`config.mk`:
```
export PLATFORM = sky130hd
export DESIGN_NAME = irom_loader
export DESIGN_NICKNAME = d
export VERILOG_FILES = /design/src/rtl/irom_loader.sv
export SDC_FILE = /design/constraint.sdc
export NUM_CORES = 1
export LEC_CHECK = 0
export ABC_AREA = 1
export BUFFER_PORTS_ARGS = -buffer_cell sky130_fd_sc_hd__buf_2
export CORE_AREA = 2 2 100 102
export CTS_CLUSTER_DIAMETER = 150
export DETAILED_ROUTE_END_ITERATION = 16
export DIE_AREA = 0 0 102 104
export PLACE_DENSITY = 0.62
export SLEW_MARGIN = 40
export SYNTH_ARGS = -nofsm -noshare
export SYNTH_HDL_FRONTEND = slang
export SYNTH_SLANG_ARGS = --single-unit
```
`constraint.sdc`:
```
create_clock -name clk -period 2.1 [get_ports clk]
set_input_delay 0 -clock clk [delete_from_list [all_inputs] [get_ports clk]]
set_output_delay 0 -clock clk [all_outputs]
set_load 0.1 [all_outputs]
```
`src/rtl/irom_loader.sv`:
```
// Boot loader: assembles a little-endian byte stream into 32-bit words and writes them into the IROM from address 0.
// Optional build macro IROM_LOADER_CHECKSUM_EN adds a trailing 32-bit sum check (CHK state).
module irom_loader #(
    parameter int ADDR_W = 10
) (
    input  logic              clk,
    input  logic              rst_n,
    input  logic              start,
    input  logic              byte_valid,
    input  logic [7:0]        byte_data,
    output logic              byte_ready,
    output logic              setup,
    output logic              irom_we,
    output logic [ADDR_W-1:0] irom_addr,
    output logic [31:0]       irom_wdata,
    output logic              done,
    output logic              err
);

    // state | meaning
    // IDLE  | waiting for start after reset
    // LEN   | shifting in the 4-byte word count
    // DATA  | shifting in the 4 bytes of the next word
    // WRITE | one-cycle IROM write of the assembled word
    // CHK   | shifting in the 4-byte checksum (macro builds only)
    // DONE  | image loaded, done held high
    // ERR   | load aborted, err held high
    localparam logic [2:0] S_IDLE  = 3'd0;
    localparam logic [2:0] S_LEN   = 3'd1;
    localparam logic [2:0] S_DATA  = 3'd2;
    localparam logic [2:0] S_WRITE = 3'd3;
`ifdef IROM_LOADER_CHECKSUM_EN
    localparam logic [2:0] S_CHK   = 3'd4;
`endif
    localparam logic [2:0] S_DONE  = 3'd5;
    localparam logic [2:0] S_ERR   = 3'd6;

    localparam logic [ADDR_W:0] DEPTH = {1'b1, {ADDR_W{1'b0}}};

    logic [2:0]      state_q, state_d;
    logic [1:0]      bcnt_q, bcnt_d;
    logic [ADDR_W:0] wcnt_q, wcnt_d, wcnt_inc;
    logic [31:0]     len_q, len_d, len_next;
    logic [31:0]     word_q, word_d, word_next;
    logic            setup_q, setup_d;
    logic            we_q, we_d;
    logic            done_q, done_d;
    logic            err_q, err_d;
    logic            byte_acc;
    logic [2:0]      end_state;
`ifdef IROM_LOADER_CHECKSUM_EN
    logic [31:0]     sum_q, sum_d;
`endif

    always_comb begin
        byte_ready = (state_q == S_LEN) || (state_q == S_DATA);
`ifdef IROM_LOADER_CHECKSUM_EN
        byte_ready = byte_ready || (state_q == S_CHK);
        end_state  = S_CHK;
`else
        end_state  = S_DONE;
`endif
    end

    assign byte_acc  = byte_valid & byte_ready;
    assign len_next  = {byte_data, len_q[31:8]};
    assign word_next = {byte_data, word_q[31:8]};
    assign wcnt_inc  = wcnt_q + {{ADDR_W{1'b0}}, 1'b1};

    always_comb begin
        state_d = state_q;
        bcnt_d  = bcnt_q;
        wcnt_d  = wcnt_q;
        len_d   = len_q;
        word_d  = word_q;
`ifdef IROM_LOADER_CHECKSUM_EN
        sum_d   = sum_q;
`endif
        case (state_q)
            S_IDLE, S_DONE, S_ERR: begin
                if (start) begin
                    state_d = S_LEN;
                    bcnt_d  = 2'd0;
                    wcnt_d  = '0;
                    len_d   = 32'd0;
`ifdef IROM_LOADER_CHECKSUM_EN
                    sum_d   = 32'd0;
`endif
                end
            end
            S_LEN: begin
                if (byte_acc) begin
                    len_d  = len_next;
                    bcnt_d = bcnt_q + 2'd1;
                    if (bcnt_q == 2'd3) begin
                        if (len_next == 32'd0)
                            state_d = end_state;
                        else if (len_next > 32'(DEPTH))
                            state_d = S_ERR;
                        else
                            state_d = S_DATA;
                    end
                end
            end
            S_DATA: begin
                if (byte_acc) begin
                    word_d = word_next;
                    bcnt_d = bcnt_q + 2'd1;
                    if (bcnt_q == 2'd3)
                        state_d = S_WRITE;
                end
            end
            S_WRITE: begin
                wcnt_d = wcnt_inc;
`ifdef IROM_LOADER_CHECKSUM_EN
                sum_d  = sum_q + word_q;
`endif
                if (32'(wcnt_inc) == len_q)
                    state_d = end_state;
                else
                    state_d = S_DATA;
            end
`ifdef IROM_LOADER_CHECKSUM_EN
            S_CHK: begin
                if (byte_acc) begin
                    word_d = word_next;
                    bcnt_d = bcnt_q + 2'd1;
                    if (bcnt_q == 2'd3)
                        state_d = (word_next == sum_q) ? S_DONE : S_ERR;
                end
            end
`endif
            default: state_d = S_IDLE;
        endcase
    end

    // Status outputs are registered from the next state so they line up with it.
    always_comb begin
        setup_d = (state_d == S_LEN) || (state_d == S_DATA) || (state_d == S_WRITE);
`ifdef IROM_LOADER_CHECKSUM_EN
        setup_d = setup_d || (state_d == S_CHK);
`endif
        we_d    = (state_d == S_WRITE);
        done_d  = (state_d == S_DONE);
        err_d   = (state_d == S_ERR);
    end

    always_ff @(posedge clk or negedge rst_n) begin
        if (!rst_n) begin
            state_q <= S_IDLE;
            bcnt_q  <= 2'd0;
            wcnt_q  <= '0;
            len_q   <= 32'd0;
            word_q  <= 32'd0;
            setup_q <= 1'b0;
            we_q    <= 1'b0;
            done_q  <= 1'b0;
            err_q   <= 1'b0;
`ifdef IROM_LOADER_CHECKSUM_EN
            sum_q   <= 32'd0;
`endif
        end else begin
            state_q <= state_d;
            bcnt_q  <= bcnt_d;
            wcnt_q  <= wcnt_d;
            len_q   <= len_d;
            word_q  <= word_d;
            setup_q <= setup_d;
            we_q    <= we_d;
            done_q  <= done_d;
            err_q   <= err_d;
`ifdef IROM_LOADER_CHECKSUM_EN
            sum_q   <= sum_d;
`endif
        end
    end

    assign setup      = setup_q;
    assign irom_we    = we_q;
    assign irom_addr  = wcnt_q[ADDR_W-1:0];
    assign irom_wdata = word_q;
    assign done       = done_q;
    assign err        = err_q;

endmodule
```
==> tab_implementation.tex, run 1 <==
\begin{tabular}{lr}
\hline
Metric & Value \\
\hline
\multicolumn{2}{l}{\textbf{Synthesis}} \\
\quad Post-Synthesis Cell Area & 4170 um\^{}2 \\
\quad Async set or reset register ratio after synthesis & 1.00 \\
\quad Syn Inst Count & 503 \\
\quad Count of yosys warnings during synthesis & 0 \\
\quad Total of flip-flops plus latches after synthesis & 84 \\
\quad Sequential area share after synthesis & 0.504 \\
\quad Synthesized area per cell & 8.29 um\^{}2 \\
\quad Net Count, Synth & 517 \\
\quad Area share of the largest cell type after synthesis & 0.504 \\
\quad Synth area leader & sky130\_fd\_sc\_hd\_\_dfrtp\_1 \\
\quad Most used flip-flop cell after synthesis & sky130\_fd\_sc\_hd\_\_dfrtp\_1 \\
\quad Largest cells by area after synthesis & sky130\_fd\_sc\_hd\_\_dfrtp\_1 50\%, sky130\_fd\_sc\_hd\_\_nand3\_1 9.5\%, sky130\_fd\_sc\_hd\_\_nand2\_1 9.3\%, sky130\_fd\_sc\_hd\_\_inv\_1 5.1\%, sky130\_fd\_sc\_hd\_\_o21ai\_0 4.6\% \\
\quad Post-synth EDFFs & 0 \\
\quad Post-synth cell types & 29 \\
\multicolumn{2}{l}{\textbf{Clock network}} \\
\quad H-tree Lvls & 3 \\
\quad Later-pin clock latency in the skew report & 360 ps \\
\quad Clock tree from TritonCTS & done \\
\quad Clock-pin transition on the worst setup and hold timing paths & 100 ps \\
\quad Buffer levels on the longest clock path & 2 \\
\quad Number of buffers inserted during clock tree synthesis & 9 \\
\quad Clk sink count & 84 \\
\quad Root cell of the clock tree & sky130\_fd\_sc\_hd\_\_clkbuf\_8 \\
\multicolumn{2}{l}{\textbf{Route}} \\
\quad Vias per cell & 4.97 \\
\quad Iter 0 DRT Violations & 145 \\
\quad Final routed DRC violation total & 0 \\
\quad Iteration count of the initial detailed-routing pass & 7 \\
\quad WL final & 9460 um \\
\quad Vias & 3,506 \\
\quad Post-detailed-route wirelength per cell & 13.4 um \\
\quad DRT antenna net count & 0 \\
\multicolumn{2}{l}{\textbf{Timing}} \\
\quad Final worst path period share & 0.916 \\
\quad Hold\_ws & 66.9 ps \\
\quad Worst slew pin tran & 629 ps \\
\quad Worst clock skew & 9.54 ps \\
\quad Max frequency & 0.520 GHz \\
\quad Accumulated negative setup slack & 0 ps \\
\quad Final setup violation count & 0 \\
\quad Tmin final & 1920 ps \\
\quad Count of endpoints failing hold in the final timing report & 0 \\
\quad Worst rel slew slack & 0.580 \\
\quad Total count of max-transition violations in the final report & 0 \\
\multicolumn{2}{l}{\textbf{Finish}} \\
\quad Antenna diode instance count & 0 \\
\quad Utilization after layout & 0.514 \\
\quad NumNets Final & 581 \\
\quad Share of post-route cells with drive strength above 1 & 0.243 \\
\quad P\&R area growth vs syn & 17.6\% \\
\multicolumn{2}{l}{\textbf{Placement}} \\
\quad Gp weighted congestion & 0.860 \\
\quad Post-DP HPWL & 6630 um \\
\quad Port bufs & 58 \\
\multicolumn{2}{l}{\textbf{Die}} \\
\quad Area of the die & 10,600 um\^{}2 \\
\quad Starting utilization of the core area & 0.437 \\
\quad Core region area & 9550 um\^{}2 \\
\quad Vertical extent of the die & 104 um \\
\quad Floorplan die width & 102 um \\
\quad Top-level I/O count & 59 \\
\quad Placement row count & 36 \\
\multicolumn{2}{l}{\textbf{Global route}} \\
\quad Antenna violations before repair & 0 \\
\quad Maximum number of pins on one net before global-route repair & 57 \\
\quad Total congestion overflow after global routing & 0 \\
\quad Global router's overall resource usage & 0.186 \\
\quad Number of global-route vias before repair & 3,384 \\
\quad Global-route wire length before repair & 15,800 um \\
\multicolumn{2}{l}{\textbf{Critical path}} \\
\quad Required time of the critical path & 2350 ps \\
\quad Maximum fanout along the worst path & 4 \\
\quad Setup crit start kind & register \\
\quad Data arrival time at the worst-slack endpoint & 2170 ps \\
\quad Class of the most critical setup path & register to register \\
\quad Setup crit end kind & register \\
\multicolumn{2}{l}{\textbf{Min path}} \\
\quad Worst min path class & primary input to register \\
\multicolumn{2}{l}{\textbf{Flow run}} \\
\quad Reported max-cap violation count & 0 \\
\multicolumn{2}{l}{\textbf{Run status}} \\
\quad Outcome & finished, final reports clean \\
\hline
\end{tabular}
-- registers in the layout, indices dropped and copies added, names as in the netlist --
signal / flops
err: 1
wcnt_q: 11
len_q: 32
state_q: 3
irom_we: 1
setup: 1
bcnt_q: 2
irom_wdata: 32
done: 1
-- through the flow --
| stage | area, um^2 | worst slack [ps] | instances |
|---|---|---|---|
| 2_1_floorplan | 4170 | 152 | 503 |
| 3_3_place_gp | 4590 | 231 | 678 |
| 3_5_place_dp | 4590 | 118 | 678 |
| 4_1_cts | 4870 | 89.3 | 704 |
| 5_1_grt | 4900 | -6.57 | 705 |
| 6_report | 4900 | 176 | 705 |
-- cell usage in the layout (no fill, tap or decap), drive strengths merged --
cell / instances
inv: 63
nand3: 87
o21ai: 41
nand3b: 1
o22ai: 6
mux2: 8
nand2: 116
clkinvlp: 1
nor2b: 1
nand4: 6
nor3: 2
clkbuf: 9
ha: 2
dlygate4sd3: 10
a21oi: 12
dfrtp: 84
clkinv: 5
buf: 70
a211oi: 1
nor2: 46
o31ai: 1
-- worst max-delay path, cell delays in order (launching register included) --
cell and delay, ps:
sky130_fd_sc_hd__dfrtp_2 460, sky130_fd_sc_hd__ha_4 290, sky130_fd_sc_hd__inv_2 30, sky130_fd_sc_hd__nand2_1 40, sky130_fd_sc_hd__nand2_1 50, sky130_fd_sc_hd__nor2_2 120, sky130_fd_sc_hd__nand3_1 100, sky130_fd_sc_hd__nor2_2 140
sky130_fd_sc_hd__nand3_2 70, sky130_fd_sc_hd__nor2_2 110, sky130_fd_sc_hd__nand3_1 80, sky130_fd_sc_hd__nand2_1 80, sky130_fd_sc_hd__nand2_2 80, sky130_fd_sc_hd__nor2_1 110, sky130_fd_sc_hd__nor2_1 50
-- cell type report --
| type | count | area, um^2 |
|---|---|---|
| Sequential cell | 84 | 2100 |
| Tap cell | 133 | 166 |
| Multi-Input combinational cell | 330 | 1710 |
| Inverter | 62 | 233 |
| Timing Repair Buffer | 80 | 508 |
| Clock inverter | 7 | 58.8 |
| Clock buffer | 9 | 124 |
| Fill cell | 971 | 4640 |
-- layer usage --
metal	global-route usage	share of wire	up-vias
met5	0	0	-
met4	0.0505	0.012	0
met3	0.0390	0.052	11
met2	0.292	0.48	84
met1	0.260	0.46	1661
li1	-	-	1750
-- repair_timing --
action,4_1_cts,5_1_grt
setup endpoints to repair,0,3
setup buffers,0,1
gates resized for setup,0,9
hold buffers,10,0
endpoints found under the hold margin,60,0
-- Yosys cell counts (all sizes together), types with 6 or more instances --
master	number
o22ai	6
nand2	116
nand3	87
o21ai	41
nand4	6
buf	17
inv	60
a21oi	12
mux2	8
dfrtp	84
clkbuf	10
nor2	46
-- final timing paths --
check / start / end / slack (ps) / cells past startpoint
worst min register to register: irom_wdata[11] / irom_wdata[11] / 510 / 2
max in group asynchronous: rst_n / len_q[9] / 1240 / 3
min in group asynchronous: rst_n / wcnt_q[5] / 190 / 2
worst max register to register: wcnt_q[0] / setup / 180 / 14
worst max-delay path: wcnt_q[0] / setup / 180 / 14
worst min-delay path: start / state_q[1] / 70 / 4
-- kinds of logic after synthesis --
group,count (synthesis),synth area share
compound gates,61,0.0798
buf+inv,89,0.0912
fa+ha+maj,2,0.00600
simple gates,259,0.297
mux,8,0.0216
flops,84,0.504
Power of run 1 is left out: the tool's default activity adds up to more than one toggle a clock period on the data nets, which glitch-free logic cannot reach.
==> run 2: changes to the inputs <==
Settings changed: CORE_AREA 2 2 100 102 to 2 2 91 93, DIE_AREA 0 0 102 104 to 0 0 93 95, PLACE_DENSITY 0.62 to 0.73, SLEW_MARGIN 40 to unset.
==> run 2 against run 1 <==
Flip-flop and latch count unchanged. Final area down 0.54%. Hold slack worse by 53 ps. Register-to-register slack barely moved. Final cell count down 4.3%. Critical path depth unchanged. Via count is 1.2% higher. Clock skew rose by 3.4 ps. Global-route usage grew 4.0 points. Largest cell class unchanged.
==> tab_implementation.tex, run 2 (same netlist as run 1, synthesis figures left out) <==
\begin{tabular}{lr}
\hline
Metric & Value \\
\hline
\multicolumn{2}{l}{\textbf{Run status}} \\
\quad Outcome & finished, final reports clean \\
\multicolumn{2}{l}{\textbf{Timing}} \\
\quad Tmin final & 1910 ps (-11.8 ps) \\
\quad RSZ-0062 raised after global routing & no \\
\quad Accumulated negative setup slack & 0 ps (unchanged) \\
\quad Count of endpoints failing hold in the final timing report & 0 (unchanged) \\
\quad Final setup violation count & 0 (unchanged) \\
\quad Max frequency & 0.523 GHz (+0.62\%) \\
\quad Worst slew pin tran & 628 ps (-1.73 ps) \\
\quad Final worst path period share & 0.910 (-0.00561) \\
\quad Total count of max-transition violations in the final report & 0 (unchanged) \\
\quad Worst rel slew slack & 0.582 (+0.00115) \\
\quad Post-route setup slack & 188 ps (+11.8 ps) \\
\quad Worst clock skew & 12.9 ps (+3.37 ps) \\
\multicolumn{2}{l}{\textbf{Critical path}} \\
\quad Required time of the critical path & 2390 ps (+40 ps) \\
\quad Class of the most critical setup path & register to register \\
\quad CP delay by family, top & simple AND/OR/NAND/NOR gates \\
\quad Worst flop-to-flop path endpoint & done \\
\quad Reg2reg start & wcnt\_q[0] \\
\quad Data arrival time at the worst-slack endpoint & 2210 ps (+40 ps) \\
\quad Critical path, cell by cell & ha\_2 > inv\_1 > nand2\_1 > nand2\_1 > nor2\_2 > nand2\_1 > nor2\_1 > nand2\_1 > nor2\_4 > nand3\_2 > nor2\_2 > nand3\_2 > nand3\_2 > nor2b\_4 \\
\quad Maximum fanout along the worst path & 3 (-1) \\
\quad Register-to-register setup slack & 190 ps (about the same) \\
\quad Setup crit end kind & register \\
\quad Crit path buf inv count & 1 (unchanged) \\
\quad Logic depth of the worst register-to-register path & 14 (unchanged) \\
\quad CP dominant cell by count & sky130\_fd\_sc\_hd\_\_nand2\_1 \\
\quad Setup crit start kind & register \\
\quad Biggest cell delay along the critical path & 440 ps (-20 ps) \\
\quad Slowest cell on the critical path & sky130\_fd\_sc\_hd\_\_dfrtp\_2 \\
\multicolumn{2}{l}{\textbf{Finish}} \\
\quad NumNets Final & 579 (-0.34\%) \\
\quad Antenna diode instance count & 0 (unchanged) \\
\quad Final design instance area without fill & 4880 um\^{}2 (-0.54\%) \\
\quad Commonest non-fill, non-tap cells in the layout & 103 x sky130\_fd\_sc\_hd\_\_nand2\_1, 83 x sky130\_fd\_sc\_hd\_\_dfrtp\_1, 79 x sky130\_fd\_sc\_hd\_\_nand3\_1 \\
\quad Commonest non-fill, non-tap cell in the layout & sky130\_fd\_sc\_hd\_\_nand2\_1 \\
\quad Share of post-route cells with drive strength above 1 & 0.235 (-0.00792) \\
\quad Utilization after layout & 0.615 (+0.102) \\
\quad Count of fill cells added during filler insertion & 709 (-27\%) \\
\quad P\&R area growth vs syn & 17.0\% \\
\multicolumn{2}{l}{\textbf{Die}} \\
\quad Starting utilization of the core area & 0.526 (+0.0893) \\
\quad Area of the die & 8840 um\^{}2 (-17\%) \\
\quad Core region area & 7930 um\^{}2 (-17\%) \\
\quad Floorplan die width & 93 um (-8.8\%) \\
\quad Top-level I/O count & 59 (unchanged) \\
\quad Placement row count & 33 (-8.3\%) \\
\quad Vertical extent of the die & 95 um (-8.7\%) \\
\multicolumn{2}{l}{\textbf{Clock network}} \\
\quad Root cell of the clock tree & sky130\_fd\_sc\_hd\_\_clkbuf\_8 \\
\quad H-tree Lvls & 3 (unchanged) \\
\quad Clk sink count & 84 (unchanged) \\
\quad Clock tree from TritonCTS & done \\
\quad Clock-pin transition on the worst setup and hold timing paths & 90 ps (about the same) \\
\quad Buffer levels on the longest clock path & 2 (unchanged) \\
\quad Later-pin clock latency in the skew report & 360 ps (about the same) \\
\quad Number of buffers inserted during clock tree synthesis & 9 (unchanged) \\
\multicolumn{2}{l}{\textbf{Route}} \\
\quad Iteration count of the initial detailed-routing pass & 5 (-2) \\
\quad Vias & 3,549 (+1.2\%) \\
\quad WL final & 9330 um (-1.4\%) \\
\quad Vias per cell & 5.26 (+5.7\%) \\
\quad Post-detailed-route wirelength per cell & 13.8 um (+3.0\%) \\
\quad DRT antenna net count & 0 (unchanged) \\
\quad Iter 0 DRT Violations & 229 (+58\%) \\
\quad Final routed DRC violation total & 0 (unchanged) \\
\multicolumn{2}{l}{\textbf{Global route}} \\
\quad Global-route wire length before repair & 15,800 um (+0.44\%) \\
\quad Total congestion overflow after global routing & 0 (unchanged) \\
\quad Global router's overall resource usage & 0.226 (+0.0401) \\
\quad Antenna violations before repair & 0 (unchanged) \\
\quad Maximum number of pins on one net before global-route repair & 57 (unchanged) \\
\quad Number of global-route vias before repair & 3,449 (+1.9\%) \\
\multicolumn{2}{l}{\textbf{Min path}} \\
\quad Hold endpoint & irom\_we \\
\quad Cell depth of the worst hold path & 3 (-1) \\
\quad Launch instance of the worst min-delay path & byte\_valid \\
\quad Worst min path class & primary input to register \\
\multicolumn{2}{l}{\textbf{Placement}} \\
\quad Gp weighted congestion & 0.952 (+11\%) \\
\quad Placed cell areas & 4550 um\^{}2 (-0.93\%) \\
\quad Post-DP HPWL & 6450 um (-2.7\%) \\
\quad Port bufs & 58 (unchanged) \\
\quad Worst slack after detailed placement & 167 ps (+48.7 ps) \\
\multicolumn{2}{l}{\textbf{Flow run}} \\
\quad Reported max-cap violation count & 0 (unchanged) \\
\hline
\end{tabular}
-- run 2: cell count changes in the layout (fill, tap and decap cells not counted), sizes merged --
cell	change
inv	+1
clkinv	-2
clkinvlp	-1
bufinv	+2
dlygate4sd3	-1
buf	-1
-- run 2: through the flow --
stage	hold slack, ps	instances
floorplan	-296	503
global placement	54.1	649
detailed placement	61.5	649
CTS	7.59	674
global route	39.4	675
finish	14.2	675
-- run 2: worst max-delay path by stage --
stage | startpoint | to | slack [ps] | depth (start not counted)
2_1_floorplan | state_q[0] | setup | 150 | 10
3_3_place_gp | wcnt_q[0] | setup | 250 | 14
3_5_place_dp | wcnt_q[0] | setup | 170 | 14
4_1_cts | wcnt_q[0] | done | 170 | 14
5_1_grt | wcnt_q[0] | setup | 20 | 14
6_report | wcnt_q[0] | done | 190 | 14
-- run 2: per-layer routing --
layer	share of wire	vias to the layer above	routed length, um	track usage
li1	-	1744	-	-
met1	0.45	1712	4180	0.301
met2	0.50	78	4670	0.379
met3	0.034	15	319	0.0311
met4	0.017	0	155	0.0858
met5	0	-	0	0
-- run 2: tightest hold or removal path, cell delays in order --
cell,delay [ps]
sky130_fd_sc_hd__buf_2,130
sky130_fd_sc_hd__nand3_2,110
sky130_fd_sc_hd__a21oi_1,80
-- run 2: final cells by class --
| cell class | count | area, um^2 | share of cell area |
|---|---|---|---|
| Clock buffer | 9 | 124 | 0.0254 |
| Inverter | 62 | 233 | 0.0477 |
| Tap cell | 105 | 131 | 0.0269 |
| Clock inverter | 7 | 103 | 0.0210 |
| Timing Repair Buffer | 78 | 490 | 0.101 |
| Multi-Input combinational cell | 330 | 1690 | 0.347 |
| Sequential cell | 84 | 2100 | 0.431 |
-- run 2: timing repair --
action | in CTS | in global routing
setup buffers | 0 | 1
hold buffers | 9 | 0
gates resized for setup | 0 | 4
hold endpoints to repair | 63 | 0
setup endpoints to repair | 0 | 2
Power of run 2 is left out for the same reason.
==> run 3: changes to the inputs <==
Settings changed: ABC_AREA 1 to unset, CORE_AREA 2 2 91 93 to 2 2 94 87, DIE_AREA 0 0 93 95 to 0 0 96 89, PLACE_DENSITY 0.73 to 0.72.
==> run 3 against run 2 <==
The run now ends with negative setup slack left. Final area up 2.6%. Fmax fell by 14%. First-iteration DRC count is 31% lower. Critical path depth is 8 lower. Routed wire length is 1.2% lower.
==> tab_implementation.tex, run 3 <==
\begin{tabular}{lr}
\hline
Metric & Value \\
\hline
\multicolumn{2}{l}{\textbf{Run status}} \\
\quad Outcome & complete, but fails checks \\
\quad Violated checks & negative setup slack \\
\multicolumn{2}{l}{\textbf{Global route}} \\
\quad Maximum number of pins on one net before global-route repair & 59 (+3.5\%) \\
\quad Global-route wire length before repair & 14,700 um (-7.1\%) \\
\quad Global router's overall resource usage & 0.226 (about the same) \\
\quad Antenna violations before repair & 0 (unchanged) \\
\quad Number of global-route vias before repair & 3,187 (-7.6\%) \\
\quad Total congestion overflow after global routing & 0 (unchanged) \\
\multicolumn{2}{l}{\textbf{Flow run}} \\
\quad Reported max-cap violation count & 0 (unchanged) \\
\multicolumn{2}{l}{\textbf{Die}} \\
\quad Placement row count & 30 (-9.1\%) \\
\quad Area of the die & 8540 um\^{}2 (-3.3\%) \\
\quad Floorplan die width & 96 um (+3.2\%) \\
\quad Top-level I/O count & 59 (unchanged) \\
\quad Starting utilization of the core area & 0.530 (+0.00393) \\
\quad Core region area & 7470 um\^{}2 (-5.8\%) \\
\quad Vertical extent of the die & 89 um (-6.3\%) \\
\multicolumn{2}{l}{\textbf{Route}} \\
\quad Iter 0 DRT Violations & 159 (-31\%) \\
\quad DRT antenna net count & 0 (unchanged) \\
\quad Final routed DRC violation total & 0 (unchanged) \\
\quad Post-detailed-route wirelength per cell & 15.6 um (+13\%) \\
\quad Routed metal-1 wirelength & 3970 um (-5.1\%) \\
\quad Top routing layer used & met4 \\
\quad Met2 wirelength from detailed routing & 4530 um (-3.1\%) \\
\quad Vias per cell & 5.46 (+3.9\%) \\
\quad WL final & 9220 um (-1.2\%) \\
\quad Routed wire length on met3 & 470 um (+47\%) \\
\quad Iteration count of the initial detailed-routing pass & 4 (-1) \\
\quad Vias & 3,218 (-9.3\%) \\
\multicolumn{2}{l}{\textbf{Timing}} \\
\quad Post-route setup slack & -135 ps (-323 ps) \\
\quad Max frequency & 0.448 GHz (-14\%) \\
\quad Worst slew pin tran & 690 ps (+62.7 ps) \\
\quad RSZ-0062 raised after global routing & yes \\
\quad Final worst path period share & 1.06 (+0.154) \\
\quad Final setup violation count & 6 (+6) \\
\quad Total count of max-transition violations in the final report & 0 (unchanged) \\
\quad Accumulated negative setup slack & -476 ps (-476 ps) \\
\quad Tmin final & 2230 ps (+323 ps) \\
\quad Worst clock skew & 13.0 ps (+0.0649 ps) \\
\quad Count of endpoints failing hold in the final timing report & 0 (unchanged) \\
\quad Worst rel slew slack & 0.540 (-0.0418) \\
\multicolumn{2}{l}{\textbf{Clock network}} \\
\quad Buffer levels on the longest clock path & 2 (unchanged) \\
\quad Number of buffers inserted during clock tree synthesis & 9 (unchanged) \\
\quad Clk sink count & 84 (unchanged) \\
\quad Clock-pin transition on the worst setup and hold timing paths & 100 ps (about the same) \\
\quad Clock tree from TritonCTS & done \\
\quad H-tree Lvls & 3 (unchanged) \\
\quad Root cell of the clock tree & sky130\_fd\_sc\_hd\_\_clkbuf\_8 \\
\quad Later-pin clock latency in the skew report & 370 ps (about the same) \\
\multicolumn{2}{l}{\textbf{Critical path}} \\
\quad Required time of the critical path & 2360 ps (-30 ps) \\
\quad Maximum fanout along the worst path & 3 (unchanged) \\
\quad Setup crit start kind & register \\
\quad Data arrival time at the worst-slack endpoint & 2500 ps (+290 ps) \\
\quad Class of the most critical setup path & register to register \\
\quad Setup crit end kind & register \\
\multicolumn{2}{l}{\textbf{Finish}} \\
\quad Final design instance area without fill & 5000 um\^{}2 (+2.6\%) \\
\quad Register cell area after layout & 2100 um\^{}2 (unchanged) \\
\quad P\&R area growth vs syn & 26.4\% \\
\quad Utilization after layout & 0.670 (+0.0545) \\
\quad Share of post-route cells with drive strength above 1 & 0.361 (+0.126) \\
\quad Antenna diode instance count & 0 (unchanged) \\
\quad Multi-input combinational cell area & 1780 um\^{}2 (+5.1\%) \\
\quad Number of standard cells in the final layout excluding fillers & 589 (-13\%) \\
\quad Count of fill cells added during filler insertion & 587 (-17\%) \\
\quad NumNets Final & 502 (-13\%) \\
\quad Commonest non-fill, non-tap cells in the layout & 83 x sky130\_fd\_sc\_hd\_\_dfrtp\_1, 77 x sky130\_fd\_sc\_hd\_\_nand2\_1, 57 x sky130\_fd\_sc\_hd\_\_buf\_2 \\
\quad Commonest non-fill, non-tap cell in the layout & sky130\_fd\_sc\_hd\_\_dfrtp\_1 \\
\multicolumn{2}{l}{\textbf{Synthesis}} \\
\quad Syn Inst Count & 398 (-21\%) \\
\quad Count of yosys warnings during synthesis & 0 (unchanged) \\
\quad Post-synth cell types & 43 (+48\%) \\
\quad Total of flip-flops plus latches after synthesis & 84 (unchanged) \\
\quad Sequential area share after synthesis & 0.531 (+0.0269) \\
\quad Post-synth EDFFs & 0 (unchanged) \\
\quad Largest cells by area after synthesis & sky130\_fd\_sc\_hd\_\_dfrtp\_1 53\%, sky130\_fd\_sc\_hd\_\_mux2\_2 9.4\%, sky130\_fd\_sc\_hd\_\_nand2\_1 7.3\%, sky130\_fd\_sc\_hd\_\_o21ai\_0 6.2\%, sky130\_fd\_sc\_hd\_\_clkbuf\_1 2.2\% \\
\quad Synth cell count leaders & 84 x sky130\_fd\_sc\_hd\_\_dfrtp\_1, 77 x sky130\_fd\_sc\_hd\_\_nand2\_1, 49 x sky130\_fd\_sc\_hd\_\_o21ai\_0 \\
\quad Synthesized area per cell & 9.94 um\^{}2 (+20\%) \\
\quad Area share of the largest cell type after synthesis & 0.531 (+0.0269) \\
\quad Net Count, Synth & 412 (-20\%) \\
\quad Async set or reset register ratio after synthesis & 1.00 (unchanged) \\
\quad Synth area leader & sky130\_fd\_sc\_hd\_\_dfrtp\_1 \\
\quad Post-Synthesis Cell Area & 3960 um\^{}2 (-5.1\%) \\
\quad Most used flip-flop cell after synthesis & sky130\_fd\_sc\_hd\_\_dfrtp\_1 \\
\quad Top-count cell post-synth & sky130\_fd\_sc\_hd\_\_dfrtp\_1 \\
\multicolumn{2}{l}{\textbf{Placement}} \\
\quad Placed instance count & 555 (-14\%) \\
\quad Port bufs & 58 (unchanged) \\
\quad Post-DP HPWL & 6110 um (-5.2\%) \\
\quad Gp weighted congestion & 0.846 (-11\%) \\
\quad Placed cell areas & 4560 um\^{}2 (+0.28\%) \\
\multicolumn{2}{l}{\textbf{Min path}} \\
\quad Worst min path class & primary input to register \\
\hline
\end{tabular}
## run 3: changes by cell type after synthesis, moves of 11 or more
cell	delta
sky130_fd_sc_hd__clkbuf_1	+13
sky130_fd_sc_hd__inv_1	-51
sky130_fd_sc_hd__mux2_2	+25
sky130_fd_sc_hd__nand2_1	-26
sky130_fd_sc_hd__nand2_2	-12
sky130_fd_sc_hd__nand3_1	-70
sky130_fd_sc_hd__nor2_1	-21
sky130_fd_sc_hd__o21ai_0	+11
## run 3: cell families (layout without fill, tap and decap cells)
logic type,after synthesis,in the layout,synth area share
compound gates,82,82,0.124
fa+ha+maj,2,2,0.00632
xor+xnor,13,13,0.0288
mux,33,33,0.0939
simple gates,143,143,0.167
flops,84,84,0.531
buf+inv,41,136,0.0490
## run 3: worst max-delay path: stages, from the launching register on
cell,delay (ps)
sky130_fd_sc_hd__dfrtp_1,390
sky130_fd_sc_hd__or4_4,540
sky130_fd_sc_hd__or3_4,340
sky130_fd_sc_hd__or4_4,430
sky130_fd_sc_hd__a211o_1,290
sky130_fd_sc_hd__o211ai_2,80
sky130_fd_sc_hd__nor2_1,60
## run 3: cell type report
type,count,share of cell area
inverters,6,0.00450
clock buffers,9,0.0248
flip-flops and latches,84,0.420
multi-input cells,273,0.356
clock inverters,7,0.0148
repair buffers,114,0.156
well taps,96,0.0240
## run 3: worst paths after layout
| check | start | endpoint | slack (ps) | cells past startpoint |
|---|---|---|---|---|
| worst min-delay path | start | err | 30 | 4 |
| max in group asynchronous | rst_n | len_q[6] | 1300 | 3 |
| worst max register to register | len_q[17] | err | -130 | 6 |
| worst max-delay path | len_q[17] | err | -130 | 6 |
| worst min register to register | irom_wdata[3] | irom_wdata[3] | 510 | 1 |
| min in group asynchronous | rst_n | wcnt_q[9] | 210 | 2 |
## run 3: stage by stage
step / hold WS, ps / setup WS [ps]
6_report: 26.6 / -135
5_1_grt: 41.5 / -203
4_1_cts: 13.0 / -128
3_5_place_dp: 80.8 / -129
3_3_place_gp: 80.1 / -98.3
2_1_floorplan: -296 / -48.4
## run 3: layer usage
layer | up-vias | GRT usage
li1 | 1556 | -
met1 | 1530 | 0.272
met2 | 108 | 0.378
met3 | 24 | 0.0607
met4 | 0 | 0.112
met5 | - | 0
## run 3: repair_timing
action	4_1_cts	5_1_grt
endpoints found under the setup margin	6	7
setup buffers	10	0
gates resized for setup	21	2
hold buffers	10	0
hold endpoints to repair	70	0
pin swaps	18	0
Power of run 3 is left out for the same reason.
